[src/rtl/uart_reg_bank_fifo.sv]
// UART CPU-side register bank with TX/RX FIFOs, sticky W1C interrupt status and registered irq.
// Reads are combinational; pushes/pops land at the clock edge; full/empty FIFOs drop and flag in ISR.

module uart_rbf_fifo #(
   parameter int W     = 8,
   parameter int DEPTH = 16,
   parameter int LVL_W = $clog2(DEPTH) + 1
) (
   input  logic             clk,
   input  logic             rst_n,
   input  logic             push_i,
   input  logic             pop_i,
   input  logic [W-1:0]     din_i,
   output logic [W-1:0]     head_o,
   output logic [LVL_W-1:0] level_o
);
   localparam int PW = $clog2(DEPTH);

   logic [W-1:0]     mem_q [DEPTH];
   logic [PW-1:0]    wr_ptr_q, rd_ptr_q;
   logic [LVL_W-1:0] lvl_q;

   always_ff @(posedge clk) begin
      if (push_i) mem_q[wr_ptr_q] <= din_i;
   end

   // Callers gate push/pop against full/empty; pointers wrap naturally at power-of-2 depth.
   always_ff @(posedge clk or negedge rst_n) begin
      if (!rst_n) begin
         wr_ptr_q <= '0;
         rd_ptr_q <= '0;
         lvl_q    <= '0;
      end else begin
         if (push_i) wr_ptr_q <= wr_ptr_q + PW'(1);
         if (pop_i)  rd_ptr_q <= rd_ptr_q + PW'(1);
         if (push_i && !pop_i)      lvl_q <= lvl_q + LVL_W'(1);
         else if (pop_i && !push_i) lvl_q <= lvl_q - LVL_W'(1);
      end
   end

   assign head_o  = mem_q[rd_ptr_q];
   assign level_o = lvl_q;
endmodule

module uart_reg_bank_fifo #(
   parameter int DATA_W     = 8,
   parameter int ADDR_W     = 8,
   parameter int FIFO_DEPTH = 16,
   parameter int LVL_W      = $clog2(FIFO_DEPTH) + 1
) (
   input  logic              clk,
   input  logic              rst_n,
   input  logic              w_e,
   input  logic              r_e,
   input  logic [ADDR_W-1:0] w_addr,
   input  logic [ADDR_W-1:0] r_addr,
   input  logic [DATA_W-1:0] w_data,
   output logic [DATA_W-1:0] r_data,
   output logic [DATA_W-1:0] MDR,
   output logic [DATA_W-1:0] DLL,
   output logic [DATA_W-1:0] DLH,
   output logic [DATA_W-1:0] LCR,
   output logic [DATA_W-1:0] IER,
   output logic [DATA_W-1:0] tx_data,
   output logic              tx_valid,
   input  logic              tx_ready,
   input  logic [DATA_W-1:0] rx_data,
   input  logic              rx_valid,
   output logic              irq
);
   localparam logic [ADDR_W-1:0] A_MDR = ADDR_W'(0),  A_DLL = ADDR_W'(1), A_DLH = ADDR_W'(2);
   localparam logic [ADDR_W-1:0] A_LCR = ADDR_W'(3),  A_IER = ADDR_W'(4), A_FSR = ADDR_W'(5);
   localparam logic [ADDR_W-1:0] A_TBR = ADDR_W'(6),  A_RBR = ADDR_W'(7), A_ISR = ADDR_W'(8);
   localparam logic [ADDR_W-1:0] A_TXL = ADDR_W'(9),  A_RXL = ADDR_W'(10);
   localparam logic [LVL_W-1:0]  LVL_FULL = LVL_W'(FIFO_DEPTH);

   logic [DATA_W-1:0] mdr_q, dll_q, dlh_q, lcr_q, ier_q, tbr_q, rx_head;
   logic [LVL_W-1:0]  tx_lvl, rx_lvl;
   logic [3:0]        isr_q, isr_d, isr_set, isr_clr;
   logic              irq_q;
   logic              tx_full, tx_empty, rx_full, rx_empty;
   logic              tbr_wr, tx_push, tx_pop, tx_ovf, tx_drain;
   logic              rbr_rd, rx_push, rx_pop, rx_ovf, rx_unf;

   assign tx_full  = (tx_lvl == LVL_FULL);
   assign tx_empty = (tx_lvl == '0);
   assign rx_full  = (rx_lvl == LVL_FULL);
   assign rx_empty = (rx_lvl == '0);

   assign tbr_wr   = w_e && (w_addr == A_TBR);
   assign tx_push  = tbr_wr && !tx_full;
   assign tx_ovf   = tbr_wr && tx_full;
   assign tx_pop   = tx_valid && tx_ready;
   assign tx_drain = (tx_lvl == LVL_W'(1)) && tx_pop && !tx_push;

   // A full RX FIFO still accepts a push when the CPU pops in the same cycle.
   assign rbr_rd   = r_e && (r_addr == A_RBR);
   assign rx_pop   = rbr_rd && !rx_empty;
   assign rx_unf   = rbr_rd && rx_empty;
   assign rx_push  = rx_valid && (!rx_full || rx_pop);
   assign rx_ovf   = rx_valid && !rx_push;

   uart_rbf_fifo #(.W(DATA_W), .DEPTH(FIFO_DEPTH), .LVL_W(LVL_W)) u_tx_fifo (
      .clk(clk), .rst_n(rst_n), .push_i(tx_push), .pop_i(tx_pop),
      .din_i(w_data), .head_o(tx_data), .level_o(tx_lvl)
   );

   uart_rbf_fifo #(.W(DATA_W), .DEPTH(FIFO_DEPTH), .LVL_W(LVL_W)) u_rx_fifo (
      .clk(clk), .rst_n(rst_n), .push_i(rx_push), .pop_i(rx_pop),
      .din_i(rx_data), .head_o(rx_head), .level_o(rx_lvl)
   );

   // Set events override a same-cycle W1C clear.
   assign isr_set = {rx_ovf | rx_unf, tx_ovf, rx_push, tx_drain};
   assign isr_clr = (w_e && (w_addr == A_ISR)) ? w_data[3:0] : 4'h0;
   assign isr_d   = (isr_q & ~isr_clr) | isr_set;

   always_ff @(posedge clk or negedge rst_n) begin
      if (!rst_n) begin
         mdr_q <= '0;
         dll_q <= '0;
         dlh_q <= '0;
         lcr_q <= '0;
         ier_q <= '0;
         tbr_q <= '0;
         isr_q <= '0;
         irq_q <= 1'b0;
      end else begin
         if (w_e && (w_addr == A_MDR)) mdr_q <= w_data & DATA_W'(8'h01);
         if (w_e && (w_addr == A_DLL)) dll_q <= w_data;
         if (w_e && (w_addr == A_DLH)) dlh_q <= w_data;
         if (w_e && (w_addr == A_LCR)) lcr_q <= w_data & DATA_W'(8'h3F);
         if (w_e && (w_addr == A_IER)) ier_q <= w_data & DATA_W'(8'h0F);
         if (tbr_wr) tbr_q <= w_data;
         isr_q <= isr_d;
         irq_q <= |(isr_d & ier_q[3:0]);
      end
   end

   always_comb begin
      r_data = '0;
      case (r_addr)
         A_MDR: r_data = mdr_q;
         A_DLL: r_data = dll_q;
         A_DLH: r_data = dlh_q;
         A_LCR: r_data = lcr_q;
         A_IER: r_data = ier_q;
         A_FSR: r_data[3:0] = {rx_full, rx_empty, tx_full, tx_empty};
         A_TBR: r_data = tbr_q;
         A_RBR: if (!rx_empty) r_data = rx_head;
         A_ISR: r_data[3:0] = isr_q;
         A_TXL: r_data[LVL_W-1:0] = tx_lvl;
         A_RXL: r_data[LVL_W-1:0] = rx_lvl;
         default: r_data = '0;
      endcase
   end

   assign MDR      = mdr_q;
   assign DLL      = dll_q;
   assign DLH      = dlh_q;
   assign LCR      = lcr_q;
   assign IER      = ier_q;
   assign tx_valid = !tx_empty;
   assign irq      = irq_q;
endmodule

[config.mk]
export PLATFORM = sky130hd
export DESIGN_NAME = uart_reg_bank_fifo
export DESIGN_NICKNAME = d
export VERILOG_FILES = /design/src/rtl/uart_reg_bank_fifo.sv
export SDC_FILE = /design/constraint.sdc
export NUM_CORES = 1
export LEC_CHECK = 0
export CAP_MARGIN = 20
export CORE_AREA = 2 2 154 156
export DETAILED_ROUTE_END_ITERATION = 8
export DIE_AREA = 0 0 156 158
export PLACE_DENSITY = 0.88
export SYNTH_ARGS = -nofsm -noshare
export SYNTH_HDL_FRONTEND = slang
export SYNTH_SLANG_ARGS = --single-unit
[constraint.sdc]
create_clock -name clk -period 5.6 [get_ports clk]
set_input_delay 1.12 -clock clk [delete_from_list [all_inputs] [get_ports clk]]
set_output_delay 1.12 -clock clk [all_outputs]
set_load 0.01 [all_outputs]
==> flow_metrics.py <==
metrics = {
    "cts": {
        "cts_buffers": 31,
        "root_buffer": "clkbuf_16",
        "htreeDepth": 1,
        "cts_resized": 0,
        "cts_hold_buf": 0,
        "clock_latency_ps": 560,
        "cts_buffer_depth": 3,
        "numClockSinks": 322,
        "tritoncts": "built",
        "clk_pin_slew_ps": 60,
        "post-cts-setup-buffers": 0,
    },
    "synthesis": {
        "synthArstFlopShare_pct": 20.5,
        "synth-edff-count": 256,
        "synthCells": 764,
        "synth_seq_cells": 322,
        "synth.distinct_cells": 61,
        "ys_seq_area_share_pct": 68.4,
        "synth_warnings": 0,
        "synth.largest_area_cell": "edfxtp_1",
        "yosys-top-cells-area": "edfxtp_1 56%, dfrtp_1 12%, mux4_2 12%",
        "ys.flop_type": "edfxtp_1",
        "synth_area_um2": 13700,
        "synth.avg_cell_area_um2": 17.9,
        "yosysTopAreaCellShare_pct": 56.3,
    },
    "sta": {
        "setup_tns_ps": 0,
        "final_max_slew_viol_count": 0,
        "fin_skew_ps": 28.0,
        "period_needed_ps": 4940,
        "max_slew_margin_pct": 32.4,
        "timing.fmax_mhz": 202,
        "rsz0062_at_grt": "false",
        "hold_viol": 0,
        "finalSetupViolCount": 0,
        "tightest_slew_ps": 1010,
        "fin_crit_sh_pct": 88.3,
    },
    "layout": {
        "drive_gt1_share_pct": 22.7,
        "stdcell_area_um2": 15700,
        "n_fill_cell": 1470,
        "area_delta_synth_final_pct": 15.2,
        "seq_area_um2": 9340,
        "nNetsFinal": 918,
        "antenna_cells": 0,
        "layout_common_cells": "256 x edfxtp_1, 81 x clkdlybuf4s50_1, 72 x mux4_2",
        "multi_input_area_um2": 4060,
        "final_common_cell": "edfxtp_1",
    },
    "power": {
        "p_comb_share_pct": 19.4,
        "p_seq_share_pct": 48.9,
        "p_switching_mw": 1.66,
        "p_leak_nw": 5.42,
        "pwr-share-clk_pct": 31.7,
        "power.density_nw_per_um2": 395,
        "ir_drop_v": 0.000302,
        "swShare_pct": 26.7,
        "p_int_mw": 4.56,
    },
    "die": {
        "coreArea_um2": 23100,
        "dieArea_um2": 24600,
        "rows": 56,
        "start_util_pct": 59.3,
        "ios": 96,
        "die_h_um": 158,
        "die_w_um": 156,
    },
    "global_route": {
        "grt_max_degree": 67,
        "track_usage_pct": 24.5,
        "grt_antenna_before_repair": 0,
        "grt_pass1_vias": 7600,
        "grt_pass1_wl_um": 44900,
        "overflow": 0,
    },
    "outcome": {
        "outcome": "completed",
    },
    "placement": {
        "gp_congestion": 0.913,
        "hpwl_um": 19000,
        "post_dp_cell_area_um2": 14800,
        "io_buffers": 82,
    },
    "setup_path": {
        "worstPathMaxFanout": 9,
        "critPathLaunch": "r_addr[4]",
        "cp.required_ps": 4480,
        "criticalPathCategory": "in2out",
        "crit_buf_inv": 2,
        "arrival_ps": 3820,
        "critPathLaunchType": "input pin",
        "rr_startpoint": "u_rx_fifo.level_o[0]",
        "critPathMaxStageDelay_ps": 750,
        "path_cells": "clkdlybuf4s50_1 -> or4_1 -> or3_1 -> o221ai_1 -> clkdlybuf4s50_1",
        "path_common_cell": "clkdlybuf4s50_1",
        "crit_slowest_cell": "or4_1",
        "critPathTopFamily": "simple AND/OR/NAND/NOR gates",
        "end_kind": "output port",
    },
    "detailed_routing": {
        "vias_per_cell": 6.28,
        "drc": 0,
        "antenna_left": 0,
        "wl_per_cell_um": 24.8,
        "drt-pass1-iter-count": 5,
        "drt-initial-drc-count": 623,
        "wl_um": 29200,
        "vias": 7377,
    },
    "job": {
        "maxCapViolations": 0,
    },
    "worst_hold_path": {
        "hold_path_class": "reg2reg",
        "min_from": "tbr_q[5]",
    },
}
[kinds of logic after synthesis]
group | synth area share [%]
AND/OR/NAND/NOR | 5.87
multiplexers | 17.2
other | 0.0275
flip-flops | 68.4
AO/OA/AOI/OAI | 2.97
buffers and inverters | 2.23
adder cells (fa/ha/maj) | 1.89
XOR/XNOR | 1.41
[worst register-to-register path, delay by kind of cell, from the launching register on]
kind                     cells  cell delay [ps]
AO/OA/AOI/OAI                3              490
flip-flops                   1              500
XOR/XNOR                     2              260
AND/OR/NAND/NOR              3              650
buffers and inverters        1              110
adder cells (fa/ha/maj)      2              630
[layer usage]
metal  share of wire [%]  wire length (µm)  vias up  track usage [%]
met5                   0                 0        -                0
met4                 3.6              1040        0             8.65
met3                 6.3              1830       68             3.31
met2                  50             14600      320             40.8
met1                  40             11700     3804             33.9
li1                    -                 -     3185                -
[area by class of cell]
cell class	instances	share of cell area (%)
flip-flops and latches	322	59.4
multi-input cells	394	25.8
repair buffers	101	6.09
clock buffers	48	5.77
well taps	290	2.31
clock inverters	10	0.421
inverters	10	0.239
[power by group through the flow]
stage	Sequential (mW)	Combinational, mW	Clock, mW
after floorplan	2.90	0.932	0
after global placement	3.08	1.17	0
after detailed placement	3.09	1.20	0
after CTS	3.04	1.22	2.00
after global routing	3.07	1.30	2.09
final	3.05	1.21	1.97
[path summary, 6_finish.rpt]
check,to,slack (ps),depth (start not counted)
worst max-delay path,r_data[6],660,5
worst min-delay path,tbr_q[5],520,1
worst max register to register,u_rx_fifo.level_o[4],2840,11
worst min register to register,tbr_q[5],520,1
max in group asynchronous,u_rx_fifo.rd_ptr_q[0],4240,2
min in group asynchronous,DLH[1],760,2
[flip-flops by register name, summed over array words and instances (netlist names), 5 cells and up]
register           flops
LCR                    6
DLL                    8
u_tx_fifo.level_o      5
DLH                    8
u_tx_fifo.mem_q      128
u_rx_fifo.mem_q      128
tbr_q                  8
u_rx_fifo.level_o      5
[stage by stage]
stage	instances	power (mW)	util [%]	hold slack (ps)	worst slack, ps
after floorplan	776	3.84	-	470	1910
after global placement	1117	4.25	64.0	491	742
after detailed placement	1117	4.30	64.0	500	687
after CTS	1175	6.26	68.3	513	671
after global routing	1175	6.46	68.3	526	583
final	1175	6.22	68.3	516	656
[synth_stat cells (2+ instances only)]
| library cell | instances |
|---|---|
| nand2_1 | 31 |
| a22o_1 | 4 |
| o211ai_1 | 3 |
| or3_1 | 2 |
| nand3_1 | 11 |
| o22ai_1 | 2 |
| a31oi_1 | 2 |
| mux2i_1 | 20 |
| o221ai_1 | 5 |
| buf_4 | 14 |
| a21oi_1 | 10 |
| buf_1 | 4 |
| xor2_1 | 7 |
| nand4_1 | 8 |
| nor4b_4 | 3 |
| buf_6 | 2 |
| mux4_2 | 72 |
| nand2_2 | 2 |
| buf_2 | 10 |
| nor2b_1 | 5 |
| ha_1 | 19 |
| clkbuf_1 | 20 |
| or4_1 | 2 |
| dfrtp_1 | 66 |
| and2_1 | 3 |
| edfxtp_1 | 256 |
| a22oi_1 | 5 |
| nand2b_1 | 5 |
| o21ai_0 | 12 |
| nor4_1 | 2 |
| xnor2_1 | 15 |
| and3_1 | 2 |
| nor3_1 | 10 |
| nor2_1 | 44 |
| nand3b_1 | 4 |
| mux2_2 | 46 |
| a21o_1 | 3 |
| inv_1 | 10 |
Note: power is estimated with default switching activity, not from simulation.
